### src/rtl/disp_pkg.sv
// disp_pkg: glyph codes, display-state codes and constants for the reaction-timer display.
// Shared by core_fsm, disp_scan_ctrl and seg7_decode.
package disp_pkg;

  typedef enum logic [3:0] {
    G_0, G_1, G_2, G_3, G_4, G_5, G_6, G_7, G_8, G_9,
    G_BLANK, G_DASH, G_E, G_R
  } glyph_t;

  typedef enum logic {
    PAGE_LAST,
    PAGE_BEST
  } page_t;

  localparam logic [2:0] DST_IDLE    = 3'b000;
  localparam logic [2:0] DST_WAIT    = 3'b001;
  localparam logic [2:0] DST_MEASURE = 3'b010;
  localparam logic [2:0] DST_EARLY   = 3'b011;
  localparam logic [2:0] DST_FINISH  = 3'b110;

  localparam logic [23:0] NO_RESULT   = 24'hFFFFFF;
  localparam int          DEAD_CYCLES = 16;

  // Non-decimal nibbles are shown as a dash rather than a bogus digit.
  function automatic glyph_t nibble_glyph(input logic [3:0] n);
    return (n > 4'd9) ? G_DASH : glyph_t'(n);
  endfunction

endpackage

### src/rtl/seg7_decode.sv
// seg7_decode: combinational glyph to segment map, output ordered {g,f,e,d,c,b,a}, active-high.
module seg7_decode
  import disp_pkg::*;
(
  input  logic [3:0] i_glyph,
  output logic [6:0] o_seg
);

  always_comb begin
    o_seg = 7'h00;
    case (i_glyph)
      G_0:     o_seg = 7'h3F;
      G_1:     o_seg = 7'h06;
      G_2:     o_seg = 7'h5B;
      G_3:     o_seg = 7'h4F;
      G_4:     o_seg = 7'h66;
      G_5:     o_seg = 7'h6D;
      G_6:     o_seg = 7'h7D;
      G_7:     o_seg = 7'h07;
      G_8:     o_seg = 7'h7F;
      G_9:     o_seg = 7'h6F;
      G_DASH:  o_seg = 7'h40;
      G_E:     o_seg = 7'h79;
      G_R:     o_seg = 7'h50;
      default: o_seg = 7'h00;
    endcase
  end

endmodule

### src/rtl/disp_scan_ctrl.sv
// disp_scan_ctrl: scans a 6-digit 7-segment display, rendering the core's results and status.
// Define DISP_DEADTIME_EN to blank the last DEAD_CYCLES cycles of every digit slot.
module disp_scan_ctrl
  import disp_pkg::*;
#(
  parameter int SCAN_DIV   = 4000,
  parameter int PAGE_SCANS = 2000
) (
  input  logic        i_clk,
  input  logic        i_rst,
  input  logic [2:0]  i_dst,
  input  logic [23:0] i_last,
  input  logic [23:0] i_best,
  output logic [5:0]  o_an,
  output logic [6:0]  o_seg,
  output logic        o_dp
);

  localparam int SLOT_W = $clog2(SCAN_DIV);
  localparam int SCAN_W = $clog2(PAGE_SCANS + 1);

  logic [SLOT_W-1:0] slot_q, slot_d;
  logic [2:0]        dig_q, dig_d;
  logic [SCAN_W-1:0] scan_q, scan_d;
  page_t             page_q, page_d;
  logic              blink_q, blink_d;
  logic [23:0]       last_q, last_d;
  logic [23:0]       best_q, best_d;
  logic [2:0]        dst_q, dst_d;
  logic [5:0]        an_q, an_d;
  logic [6:0]        seg_q, seg_d;
  logic              dp_q, dp_d;

  logic              slot_end;
  logic              scan_start;
  logic              mode_chg;
  logic              period_done;
  logic [23:0]       value;
  logic [3:0]        nib;
  glyph_t            glyph;
  logic              dp_raw;
  logic [6:0]        seg_raw;

  always_ff @(posedge i_clk or posedge i_rst) begin
    if (i_rst) begin
      slot_q  <= '0;
      dig_q   <= 3'd0;
      scan_q  <= '0;
      blink_q <= 1'b0;
      last_q  <= NO_RESULT;
      best_q  <= NO_RESULT;
      dst_q   <= DST_IDLE;
      an_q    <= 6'd0;
      seg_q   <= 7'd0;
      dp_q    <= 1'b0;
    end else begin
      slot_q  <= slot_d;
      dig_q   <= dig_d;
      scan_q  <= scan_d;
      blink_q <= blink_d;
      last_q  <= last_d;
      best_q  <= best_d;
      dst_q   <= dst_d;
      an_q    <= an_d;
      seg_q   <= seg_d;
      dp_q    <= dp_d;
    end
  end

  // The scan-start edge renders digit 0 straight from the inputs it is latching.
  always_comb begin
    slot_end    = (slot_q == SLOT_W'(SCAN_DIV - 1));
    scan_start  = (dig_q == 3'd0) && (slot_q == '0);
    slot_d      = slot_end ? '0 : slot_q + SLOT_W'(1);
    dig_d       = dig_q;
    if (slot_end) begin
      dig_d = (dig_q == 3'd5) ? 3'd0 : dig_q + 3'd1;
    end
    last_d      = scan_start ? i_last : last_q;
    best_d      = scan_start ? i_best : best_q;
    dst_d       = scan_start ? i_dst  : dst_q;
    mode_chg    = scan_start && (i_dst != dst_q);
    period_done = scan_start && (scan_q == SCAN_W'(PAGE_SCANS));
    scan_d      = scan_q;
    if (mode_chg || period_done) begin
      scan_d = '0;
    end else if (slot_end && (dig_q == 3'd5)) begin
      scan_d = scan_q + SCAN_W'(1);
    end
    blink_d = blink_q;
    if (mode_chg) begin
      blink_d = 1'b0;
    end else if (period_done && (dst_d == DST_EARLY)) begin
      blink_d = !blink_q;
    end
  end

  always_ff @(posedge i_clk or posedge i_rst) begin
    if (i_rst) begin
      page_q <= PAGE_LAST;
    end else begin
      page_q <= page_d;
    end
  end

  // A mode change wins over a page flip landing on the same scan start.
  always_comb begin
    page_d = page_q;
    if (mode_chg) begin
      page_d = PAGE_LAST;
    end else if (period_done && (dst_d == DST_IDLE)) begin
      page_d = (page_q == PAGE_LAST) ? PAGE_BEST : PAGE_LAST;
    end
  end

  always_comb begin
    value = ((dst_d == DST_IDLE) && (page_d == PAGE_BEST)) ? best_d : last_d;
    case (dig_q)
      3'd0:    nib = value[3:0];
      3'd1:    nib = value[7:4];
      3'd2:    nib = value[11:8];
      3'd3:    nib = value[15:12];
      3'd4:    nib = value[19:16];
      default: nib = value[23:20];
    endcase
    glyph  = G_BLANK;
    dp_raw = 1'b0;
    case (dst_d)
      DST_IDLE, DST_FINISH: begin
        if (value == NO_RESULT) begin
          glyph = G_DASH;
        end else begin
          glyph  = nibble_glyph(nib);
          dp_raw = (dig_q == 3'd3);
          // Leading zeros above the ms digit are suppressed from the left.
          if ((dig_q == 3'd5) && (nib == 4'd0)) begin
            glyph = G_BLANK;
          end
          if ((dig_q == 3'd4) && (nib == 4'd0) && (value[23:20] == 4'd0)) begin
            glyph = G_BLANK;
          end
        end
      end
      DST_WAIT: glyph = G_DASH;
      DST_EARLY: begin
        if (!blink_d) begin
          case (dig_q)
            3'd5:       glyph = G_E;
            3'd4, 3'd3: glyph = G_R;
            default:    glyph = G_BLANK;
          endcase
        end
      end
      default: glyph = G_BLANK;
    endcase
  end

  seg7_decode u_seg7_decode (
    .i_glyph (glyph),
    .o_seg   (seg_raw)
  );

  always_comb begin
    an_d  = 6'd1 << dig_q;
    seg_d = seg_raw;
    dp_d  = dp_raw;
`ifdef DISP_DEADTIME_EN
    if (slot_q >= SLOT_W'(SCAN_DIV - DEAD_CYCLES)) begin
      an_d  = 6'd0;
      seg_d = 7'd0;
      dp_d  = 1'b0;
    end
`endif
  end

  assign o_an  = an_q;
  assign o_seg = seg_q;
  assign o_dp  = dp_q;

endmodule

### config.mk
export PLATFORM = sky130hd
export DESIGN_NAME = disp_scan_ctrl
export DESIGN_NICKNAME = d
export VERILOG_FILES = /design/src/rtl/disp_pkg.sv /design/src/rtl/seg7_decode.sv /design/src/rtl/disp_scan_ctrl.sv
export SDC_FILE = /design/constraint.sdc
export NUM_CORES = 1
export LEC_CHECK = 0
export ABC_AREA = 1
export CORE_UTILIZATION = 35
export CTS_CLUSTER_DIAMETER = 100
export DETAILED_ROUTE_END_ITERATION = 8
export GPL_ROUTABILITY_DRIVEN = 0
export PLACE_DENSITY = 0.63
export RECOVER_POWER = 25
export SLEW_MARGIN = 10
export SYNTH_ARGS = -nofsm -noshare
export SYNTH_HDL_FRONTEND = slang
export SYNTH_SLANG_ARGS = --single-unit
### constraint.sdc
create_clock -name i_clk -period 5.3 [get_ports i_clk]
set_clock_uncertainty 0.1 [all_clocks]
set_input_delay 0.795 -clock i_clk [delete_from_list [all_inputs] [get_ports i_clk]]
set_output_delay 0.795 -clock i_clk [all_outputs]
set_load 0.01 [all_outputs]
==> flow_metrics.env, run 1 <==
export IMPL_rsz0062_at_grt="no"
export IMPL_busiest_metal_layer_after_global_routing="met2"
export IMPL_antenna_diode_count=0
export IMPL_grt_use_total_pct=16.62
export IMPL_post_route_drc_count=0
export IMPL_power_density_mw_per_mm2=238.4
export IMPL_cts_max_path_buffers=2
export IMPL_post_cts_resize_count=0
export IMPL_switchingPower_w=0.0003448
export IMPL_dominant_combinational_cell_family_by_area_after_synthesis="simple AND/OR/NAND/NOR gates"
export IMPL_synthSimpleGateAreaFrac_pct=36.58
export IMPL_ff2ff_path_depth=27
export IMPL_fp_dieW_um=124.4
export IMPL_combinationalPowerShare_pct=10.0
export IMPL_drv_cap=1
export IMPL_grt_pass1_vias=4355
export IMPL_cts_hold_buffers=0
export IMPL_slew_violations=42
export IMPL_dp_hpwl_um=9040
export IMPL_report_final_hold_viol_count=0
export IMPL_ys_seq_area_share_pct=45.49
export IMPL_async_flop_share_pct=100.0
export IMPL_finalSetupViolCount=0
export IMPL_maxSlewHeadroom_pct=-22.44
export IMPL_root_buffer="sky130_fd_sc_hd__clkbuf_16"
export IMPL_syn_inst=699
export IMPL_max_freq_ghz=0.2187
export IMPL_summed_instance_area_of_the_synthesized_netlist_mm2=0.005248
export IMPL_inserted_clock_buffers=9
export IMPL_reg2reg_from="slot_q[0]"
export IMPL_syn_avg_cell_area_um2=7.507
export IMPL_post_route_min_period_ns=4.572
export IMPL_final_period_utilization_pct=86.26
export IMPL_floorplan_die_area_mm2=0.01549
export IMPL_synthAdderAreaFrac_pct=2.623
export IMPL_ys_warnings_count=0
export IMPL_grt_antenna_before_repair=0
export IMPL_syn_nets=763
export IMPL_ctsHtreeMaxLevel=3
export IMPL_number_of_buffers_added_on_ports=66
export IMPL_r2r_setup_slack_ns=0.73
export IMPL_report_power_total_w=0.001510
export IMPL_globalRouteMet1Util_pct=20.85
export IMPL_tightestPinTransition_ns=1.827
export IMPL_via_total_after_detailed_routing=4411
export IMPL_boundary_pin_count=67
export IMPL_power_share_clock_pct=39.8
export IMPL_layout_filler_cells=1471
export IMPL_ant_nets=0
export IMPL_post_layout_nets=827
export IMPL_gr_usage_met3_pct=3.007
export IMPL_synth_area_leaders="sky130_fd_sc_hd__dfstp_2, sky130_fd_sc_hd__dfrtp_1, sky130_fd_sc_hd__nand2_1"
export IMPL_post_synth_top_count_cell="sky130_fd_sc_hd__nand2_1"
export IMPL_endpoint_of_the_worst_slack_reg_to_reg_timing_path="o_seg[3]"
export IMPL_synth_area_in_compound_gates_pct=5.365
export IMPL_synth_seq_cells=93
export IMPL_worst_ir_drop_vdd_v=0.0001407
export IMPL_setup_worst_path_end="o_seg[3]"
export IMPL_holdCritPathClass="register to register"
export IMPL_tritoncts_clock_tree="done"
export IMPL_core_region_area_mm2=0.01459
export IMPL_cts_sinks=93
export IMPL_worst_endpoint_arrival_ns=4.71
export IMPL_number_of_cells_traversed_by_the_worst_hold_path=1
export IMPL_post_cts_repair_setup_buffers=0
export IMPL_clock_latency_on_the_worst_skew_pair_ns=0.35
export IMPL_ys_flop_type="sky130_fd_sc_hd__dfstp_2"
export IMPL_drt_first_iter_violations=243
export IMPL_p_leak_nw=3.105
export IMPL_status="finished, violations left"
export IMPL_relative_contribution_of_sequential_cells_to_total_power_pct=50.1
export IMPL_synth_area_mux_share_pct=0
export IMPL_setup_worst_path_start="slot_q[0]"
export IMPL_number_of_enable_type_register_cells_in_the_synthesized_netlist=0
export IMPL_global_route_overflow_total=0
export IMPL_failed_checks="max-capacitance violations, max-slew violations"
export IMPL_drt_first_pass_iters=5
export IMPL_die_y_um=124.4
export IMPL_timing_critical_path_required_ns=5.44
export IMPL_clk_pin_slew_worst_setup_hold_paths_ns=0.06
export IMPL_syn2layout_area_growth_pct=20.70
export IMPL_starting_density_of_the_core_pct=35.97
export IMPL_grt_pass1_wl_um=20590
export IMPL_category_of_the_worst_setup_path_launch_point="register"
export IMPL_swShare_pct=22.84
export IMPL_p_int_w=0.001165
export IMPL_netlist_cell_type_count=45
export IMPL_grt_util_met2_pct=27.72
export IMPL_final_setup_tns_ns=0
export IMPL_core_rowCount=44
export IMPL_synth_top_area_cell="sky130_fd_sc_hd__dfstp_2"
export IMPL_finalWirelength_um=12140
export IMPL_pin_count_of_the_biggest_net_entering_global_routing=54
export IMPL_ratio_of_cells_with_drive_above_1_in_the_final_layout_pct=11.98
export IMPL_synth_xor_area_share_pct=1.001
export IMPL_endpoint_kind="register"
export IMPL_post_synth_most_frequent_cells="sky130_fd_sc_hd__nand2_1, sky130_fd_sc_hd__inv_1, sky130_fd_sc_hd__nor2_1"
export IMPL_detail_route_vias_per_cell=4.633
export IMPL_path_max_fanout=28
export IMPL_path_class="register to register"
export IMPL_synth_top_area_share_pct=24.03
export IMPL_avgRoutedWirePerCell_um=12.75
-- state kept, by name, summed over array words and instances (netlist names) --
signal / flops
o_seg: 7
dst_q: 3
dig_q: 3
page_q: 1
o_an: 6
slot_q: 12
last_q: 24
o_dp: 1
blink_q: 1
best_q: 24
scan_q: 11
-- routing by layer --
layer  vias to the layer above  share of wire, %
met5                         -                 0
met1                      1995                47
met2                        78                46
li1                       2320                 -
met3                        18               4.3
met4                         0               2.4
-- cell families (layout without fill, tap and decap cells) --
| kind of cell | after synthesis | in the layout |
|---|---|---|
| flops | 93 | 93 |
| fa+ha+maj | 11 | 11 |
| compound gates | 50 | 50 |
| simple gates | 422 | 422 |
| xor+xnor | 6 | 6 |
| buf+inv | 117 | 186 |
-- worst min path at each step --
stage,from,endpoint
detailed placement,scan_q[10],scan_q[10]
global placement,slot_q[0],slot_q[0]
CTS,scan_q[10],scan_q[10]
finish,slot_q[0],slot_q[0]
global route,slot_q[0],slot_q[0]
floorplan,slot_q[0],slot_q[0]
-- cell usage in the layout, fill, tap and decap left out, types with 3 or more instances in the layout --
| cell | synthesis | layout |
|---|---|---|
| sky130_fd_sc_hd__nand2_1 | 245 | 245 |
| sky130_fd_sc_hd__inv_1 | 92 | 92 |
| sky130_fd_sc_hd__clkdlybuf4s50_1 | 0 | 65 |
| sky130_fd_sc_hd__nor2_1 | 56 | 58 |
| sky130_fd_sc_hd__dfstp_2 | 48 | 48 |
| sky130_fd_sc_hd__dfrtp_1 | 45 | 45 |
| sky130_fd_sc_hd__nand3_1 | 44 | 44 |
| sky130_fd_sc_hd__nand4_1 | 25 | 25 |
| sky130_fd_sc_hd__o21ai_0 | 20 | 20 |
| sky130_fd_sc_hd__a21oi_1 | 16 | 16 |
| sky130_fd_sc_hd__nor3_1 | 14 | 14 |
| sky130_fd_sc_hd__ha_1 | 11 | 11 |
| sky130_fd_sc_hd__clkbuf_16 | 0 | 9 |
| sky130_fd_sc_hd__and2_1 | 7 | 7 |
| sky130_fd_sc_hd__nand2_2 | 5 | 5 |
| sky130_fd_sc_hd__inv_2 | 6 | 5 |
| sky130_fd_sc_hd__nor2_4 | 6 | 4 |
| sky130_fd_sc_hd__xor2_1 | 4 | 4 |
| sky130_fd_sc_hd__clkbuf_1 | 8 | 4 |
| sky130_fd_sc_hd__buf_4 | 3 | 4 |
| sky130_fd_sc_hd__nand2_4 | 3 | 3 |
| sky130_fd_sc_hd__nor4_1 | 3 | 3 |
-- layout make-up --
class	count	area [µm²]	area share [%]
well taps	184	230.2	3.635
repair buffers	70	690.7	10.90
clock buffers	15	267.8	4.228
clock inverters	1	5.005	0.07902
flip-flops and latches	93	2387	37.69
multi-input cells	489	2376	37.51
inverters	100	376.6	5.946
-- per-stage QoR --
step | hold WS (ns) | utilization (%) | setup WS, ns | std cells | area, µm²
after floorplan | 0.3322 | - | 1.795 | 699 | 5248
after global placement | 0.3532 | 41.65 | 0.5982 | 936 | 6076
after detailed placement | 0.3592 | 41.65 | 0.4648 | 936 | 6076
after CTS | 0.3698 | 43.52 | 0.8279 | 952 | 6349
after global routing | 0.3881 | 43.41 | 0.2464 | 952 | 6334
final | 0.3610 | 43.41 | 0.7284 | 952 | 6334
-- power groups by stage --
stage / clock (W) / sequential (W) / combinational (W)
after CTS: 0.000617 / 0.000757 / 0.000155
after global placement: 0 / 0.000769 / 0.000152
final: 0.000601 / 0.000757 / 0.000151
after global routing: 0.000646 / 0.000760 / 0.000171
after detailed placement: 0 / 0.000769 / 0.000154
after floorplan: 0 / 0.000770 / 0.0000779
-- critical path, cell delays in order (launching register included) --
cell,delay (ns)
sky130_fd_sc_hd__dfrtp_1,0.39
sky130_fd_sc_hd__inv_1,0.10
sky130_fd_sc_hd__ha_1,0.16
sky130_fd_sc_hd__nand3_1,0.12
sky130_fd_sc_hd__nor2_1,0.28
sky130_fd_sc_hd__nand2_4,0.14
sky130_fd_sc_hd__nand2_2,0.10
sky130_fd_sc_hd__nand2_4,0.09
sky130_fd_sc_hd__nor3_4,0.49
sky130_fd_sc_hd__nand4_4,0.41
sky130_fd_sc_hd__inv_2,0.30
sky130_fd_sc_hd__nand2_1,0.10
sky130_fd_sc_hd__nand3_1,0.09
sky130_fd_sc_hd__nand2_1,0.09
sky130_fd_sc_hd__nor2_4,0.11
sky130_fd_sc_hd__nand3_4,0.10
sky130_fd_sc_hd__nor2_4,0.12
sky130_fd_sc_hd__nand3_2,0.09
sky130_fd_sc_hd__nand2_1,0.13
sky130_fd_sc_hd__inv_2,0.04
sky130_fd_sc_hd__nand2_1,0.07
sky130_fd_sc_hd__nand2_1,0.13
sky130_fd_sc_hd__inv_1,0.16
sky130_fd_sc_hd__ha_1,0.24
sky130_fd_sc_hd__inv_1,0.05
sky130_fd_sc_hd__nor2_1,0.04
sky130_fd_sc_hd__o21ai_0,0.14
sky130_fd_sc_hd__nand2_1,0.07
No activity file was read; power rests on OpenSTA's default activity.
==> inputs of run 2 (changes only) <==
--- a/config.mk
+++ b/config.mk
@@ -6,6 +6,8 @@
 export NUM_CORES = 1
 export LEC_CHECK = 0
 export ABC_AREA = 1
+export ABC_CLOCK_PERIOD_IN_PS = 5300
+export CORE_MARGIN = 1
 export CORE_UTILIZATION = 35
 export CTS_CLUSTER_DIAMETER = 100
 export DETAILED_ROUTE_END_ITERATION = 8
==> results of run 2 <==
The final DEF is identical to that of run 1; final timing and power are the same.
==> inputs of run 3 (changes only) <==
--- a/config.mk
+++ b/config.mk
@@ -5,7 +5,6 @@
 export SDC_FILE = /design/constraint.sdc
 export NUM_CORES = 1
 export LEC_CHECK = 0
-export ABC_AREA = 1
 export ABC_CLOCK_PERIOD_IN_PS = 5300
 export CORE_MARGIN = 1
 export CORE_UTILIZATION = 35
==> run 3 against run 2 <==
  * The flow still finishes with violations (max-capacitance violations, max-slew violations)
  * Setup slack better by 0.0047 ns
  * Synthesized area shrank 2.1%
  * Sequential cell count unchanged
  * Critical endpoint is now o_seg[4]
  * Clock-buffer cell count is 6 lower
  * Via count down 8.8%
  * Largest power group unchanged
==> flow_metrics.env, run 3 <==
export IMPL_status="finished, violations left"
export IMPL_failed_checks="max-capacitance violations, max-slew violations"
export IMPL_ctsHtreeMaxLevel=3
export IMPL_ys_warnings_count=0
export IMPL_cts_sinks=93
export IMPL_finalSetupViolCount=0
export IMPL_dp_hpwl_um=9703
export IMPL_combinationalPowerShare_pct=9.9
export IMPL_synth_seq_cells=93
export IMPL_detailedPlace_worstSlack_ns=0.7196
export IMPL_die_y_um=123.2
export IMPL_ant_nets=0
export IMPL_post_route_drc_count=0
export IMPL_r2r_setup_slack_ns=0.73
export IMPL_power_density_mw_per_mm2=251.8
export IMPL_critPathMaxStageDelay_ns=0.46
export IMPL_cts_hold_buffers=0
export IMPL_multi_input_comb_area_mm2=0.002517
export IMPL_power_share_clock_pct=40.7
export IMPL_layout_filler_cells=1333
export IMPL_post_route_worst_setup_slack_ns=0.7330
export IMPL_post_synth_top_count_cell="sky130_fd_sc_hd__nand2_1"
export IMPL_timing_critical_path_slowest_stage_cell="sky130_fd_sc_hd__nand4_4"
export IMPL_syn2layout_area_growth_pct=21.12
export IMPL_crit_chain="inv_1, ha_1, nor3b_1, nand4_4, buf_4, mux2_2, a222oi_1, a211oi_1, nor4b_2, nand3_1, a21oi_1, inv_1, ha_1, o32a_1, o31a_1"
export IMPL_tightestPinTransition_ns=2.535
export IMPL_p_leak_nw=2.570
export IMPL_swShare_pct=23.76
export IMPL_boundary_pin_count=67
export IMPL_p_int_w=0.001195
export IMPL_grt_pass1_wl_um=21360
export IMPL_drt_first_iter_violations=366
export IMPL_grt_antenna_before_repair=0
export IMPL_post_synth_most_frequent_cells="sky130_fd_sc_hd__nand2_1, sky130_fd_sc_hd__dfstp_2, sky130_fd_sc_hd__dfrtp_1"
export IMPL_number_of_buffers_added_on_ports=66
export IMPL_reg2reg_from="slot_q[0]"
export IMPL_worstSetupPathDepth=15
export IMPL_ratio_of_cells_with_drive_above_1_in_the_final_layout_pct=21.03
export IMPL_final_period_utilization_pct=86.17
export IMPL_post_route_min_period_ns=4.567
export IMPL_netlist_cell_type_count=70
export IMPL_avgRoutedWirePerCell_um=17.55
export IMPL_floorplan_die_area_mm2=0.01517
export IMPL_max_freq_ghz=0.2190
export IMPL_clock_latency_on_the_worst_skew_pair_ns=0.35
export IMPL_switchingPower_w=0.0003723
export IMPL_synth_area_leaders="sky130_fd_sc_hd__dfstp_2, sky130_fd_sc_hd__dfrtp_1, sky130_fd_sc_hd__nand2_1"
export IMPL_category_of_the_worst_setup_path_launch_point="register"
export IMPL_path_class="register to register"
export IMPL_post_cts_repair_setup_buffers=0
export IMPL_starting_density_of_the_core_pct=36.45
export IMPL_post_cts_resize_count=0
export IMPL_report_power_total_w=0.001567
export IMPL_core_rowCount=43
export IMPL_synth_top_area_share_pct=24.55
export IMPL_register_area_mm2=0.002387
export IMPL_detail_route_vias_per_cell=5.428
export IMPL_syn_nets=554
export IMPL_setup_worst_path_end="o_seg[4]"
export IMPL_holdCritPathClass="register to register"
export IMPL_inserted_clock_buffers=9
export IMPL_root_buffer="sky130_fd_sc_hd__clkbuf_16"
export IMPL_registers_with_the_highest_flip_flop_counts="best_q x24, last_q x24, slot_q x12"
export IMPL_worst_ir_drop_vdd_v=0.0001400
export IMPL_post_layout_nets=620
export IMPL_timing_critical_path_required_ns=5.43
export IMPL_global_route_overflow_total=0
export IMPL_rsz0062_at_grt="no"
export IMPL_syn_inst=490
export IMPL_tritoncts_clock_tree="done"
export IMPL_antenna_diode_count=0
export IMPL_pin_count_of_the_biggest_net_entering_global_routing=59
export IMPL_ff2ff_path_depth=15
export IMPL_async_flop_share_pct=100.0
export IMPL_final_setup_tns_ns=0
export IMPL_via_total_after_detailed_routing=4022
export IMPL_report_final_hold_viol_count=0
export IMPL_ys_seq_area_share_pct=46.47
export IMPL_core_region_area_mm2=0.01410
export IMPL_clk_pin_slew_worst_setup_hold_paths_ns=0.07
export IMPL_synth_top_area_cell="sky130_fd_sc_hd__dfstp_2"
export IMPL_path_delay_family="simple AND/OR/NAND/NOR gates"
export IMPL_grt_use_total_pct=18.54
export IMPL_drt_first_pass_iters=4
export IMPL_most_used_cells_in_the_layout_excluding_fill_and_tap_cells="sky130_fd_sc_hd__nand2_1, sky130_fd_sc_hd__clkdlybuf4s50_1, sky130_fd_sc_hd__dfstp_2"
export IMPL_drv_cap=1
export IMPL_ys_flop_type="sky130_fd_sc_hd__dfstp_2"
export IMPL_relative_contribution_of_sequential_cells_to_total_power_pct=49.3
export IMPL_endpoint_kind="register"
export IMPL_finalWirelength_um=13010
export IMPL_grt_pass1_vias=4066
export IMPL_post_route_util_pct=44.14
export IMPL_setup_worst_path_start="slot_q[0]"
export IMPL_worst_endpoint_arrival_ns=4.70
export IMPL_number_of_enable_type_register_cells_in_the_synthesized_netlist=0
export IMPL_critical_path_buf_inv_count=3
export IMPL_slew_violations=59
export IMPL_summed_instance_area_of_the_synthesized_netlist_mm2=0.005137
export IMPL_cts_max_path_buffers=2
export IMPL_endpoint_of_the_worst_slack_reg_to_reg_timing_path="o_seg[4]"
export IMPL_syn_avg_cell_area_um2=10.48
export IMPL_path_max_fanout=27
export IMPL_layout_commonest_cell="sky130_fd_sc_hd__nand2_1"
export IMPL_fp_dieW_um=123.2
export IMPL_maxSlewHeadroom_pct=-69.94
-- run 3: final cells by class --
cell class / instances / share of cell area (%)
flip-flops and latches: 93 / 38.37
clock inverters: 7 / 1.066
repair buffers: 77 / 11.82
well taps: 180 / 3.620
inverters: 17 / 1.046
multi-input cells: 358 / 40.46
clock buffers: 9 / 3.620
-- run 3: kinds of logic after synthesis --
group,count (synthesis),synth area share (%)
buffers and inverters,39,4.433
AO/OA/AOI/OAI,84,12.69
flip-flops,93,46.47
adder cells (fa/ha/maj),11,2.679
AND/OR/NAND/NOR,204,21.29
multiplexers,37,8.695
XOR/XNOR,22,3.751
-- run 3: power groups by stage --
stage	clock [W]	sequential [W]	combinational (W)
floorplan	0	0.000781	0.0000722
global placement	0	0.000784	0.000154
detailed placement	0	0.000785	0.000156
CTS	0.000654	0.000773	0.000157
global route	0.000680	0.000777	0.000172
finish	0.000638	0.000773	0.000156
-- run 3: tightest hold or removal path, cell delays in order, from the launching register on --
cell,delay (ns)
sky130_fd_sc_hd__dfstp_2,0.38
sky130_fd_sc_hd__nand2_1,0.05
sky130_fd_sc_hd__nand2_1,0.05
-- run 3: worst min-delay path by stage --
| stage | startpoint | end | cells after the start |
|---|---|---|---|
| floorplan | last_q[5] | last_q[5] | 2 |
| global placement | last_q[13] | last_q[13] | 2 |
| detailed placement | last_q[11] | last_q[11] | 2 |
| CTS | last_q[11] | last_q[11] | 2 |
| global route | last_q[11] | last_q[11] | 2 |
| finish | last_q[11] | last_q[11] | 2 |
-- run 3: stage by stage --
step                hold WS [ns]  instances  cell area [µm²]
floorplan                 0.3462        490             5137
global placement          0.3606        725             5943
detailed placement        0.3668        725             5943
CTS                       0.3765        741             6235
global route              0.3912        741             6222
finish                    0.3762        741             6222
-- run 3: layer usage --
metal | vias up | wire length (µm) | GRT usage, %
met5 | - | 0 | 0
met4 | 0 | 226 | 5.422
met3 | 15 | 767 | 4.889
met2 | 96 | 5938 | 29.22
met1 | 1988 | 6073 | 24.93
li1 | 1923 | - | -
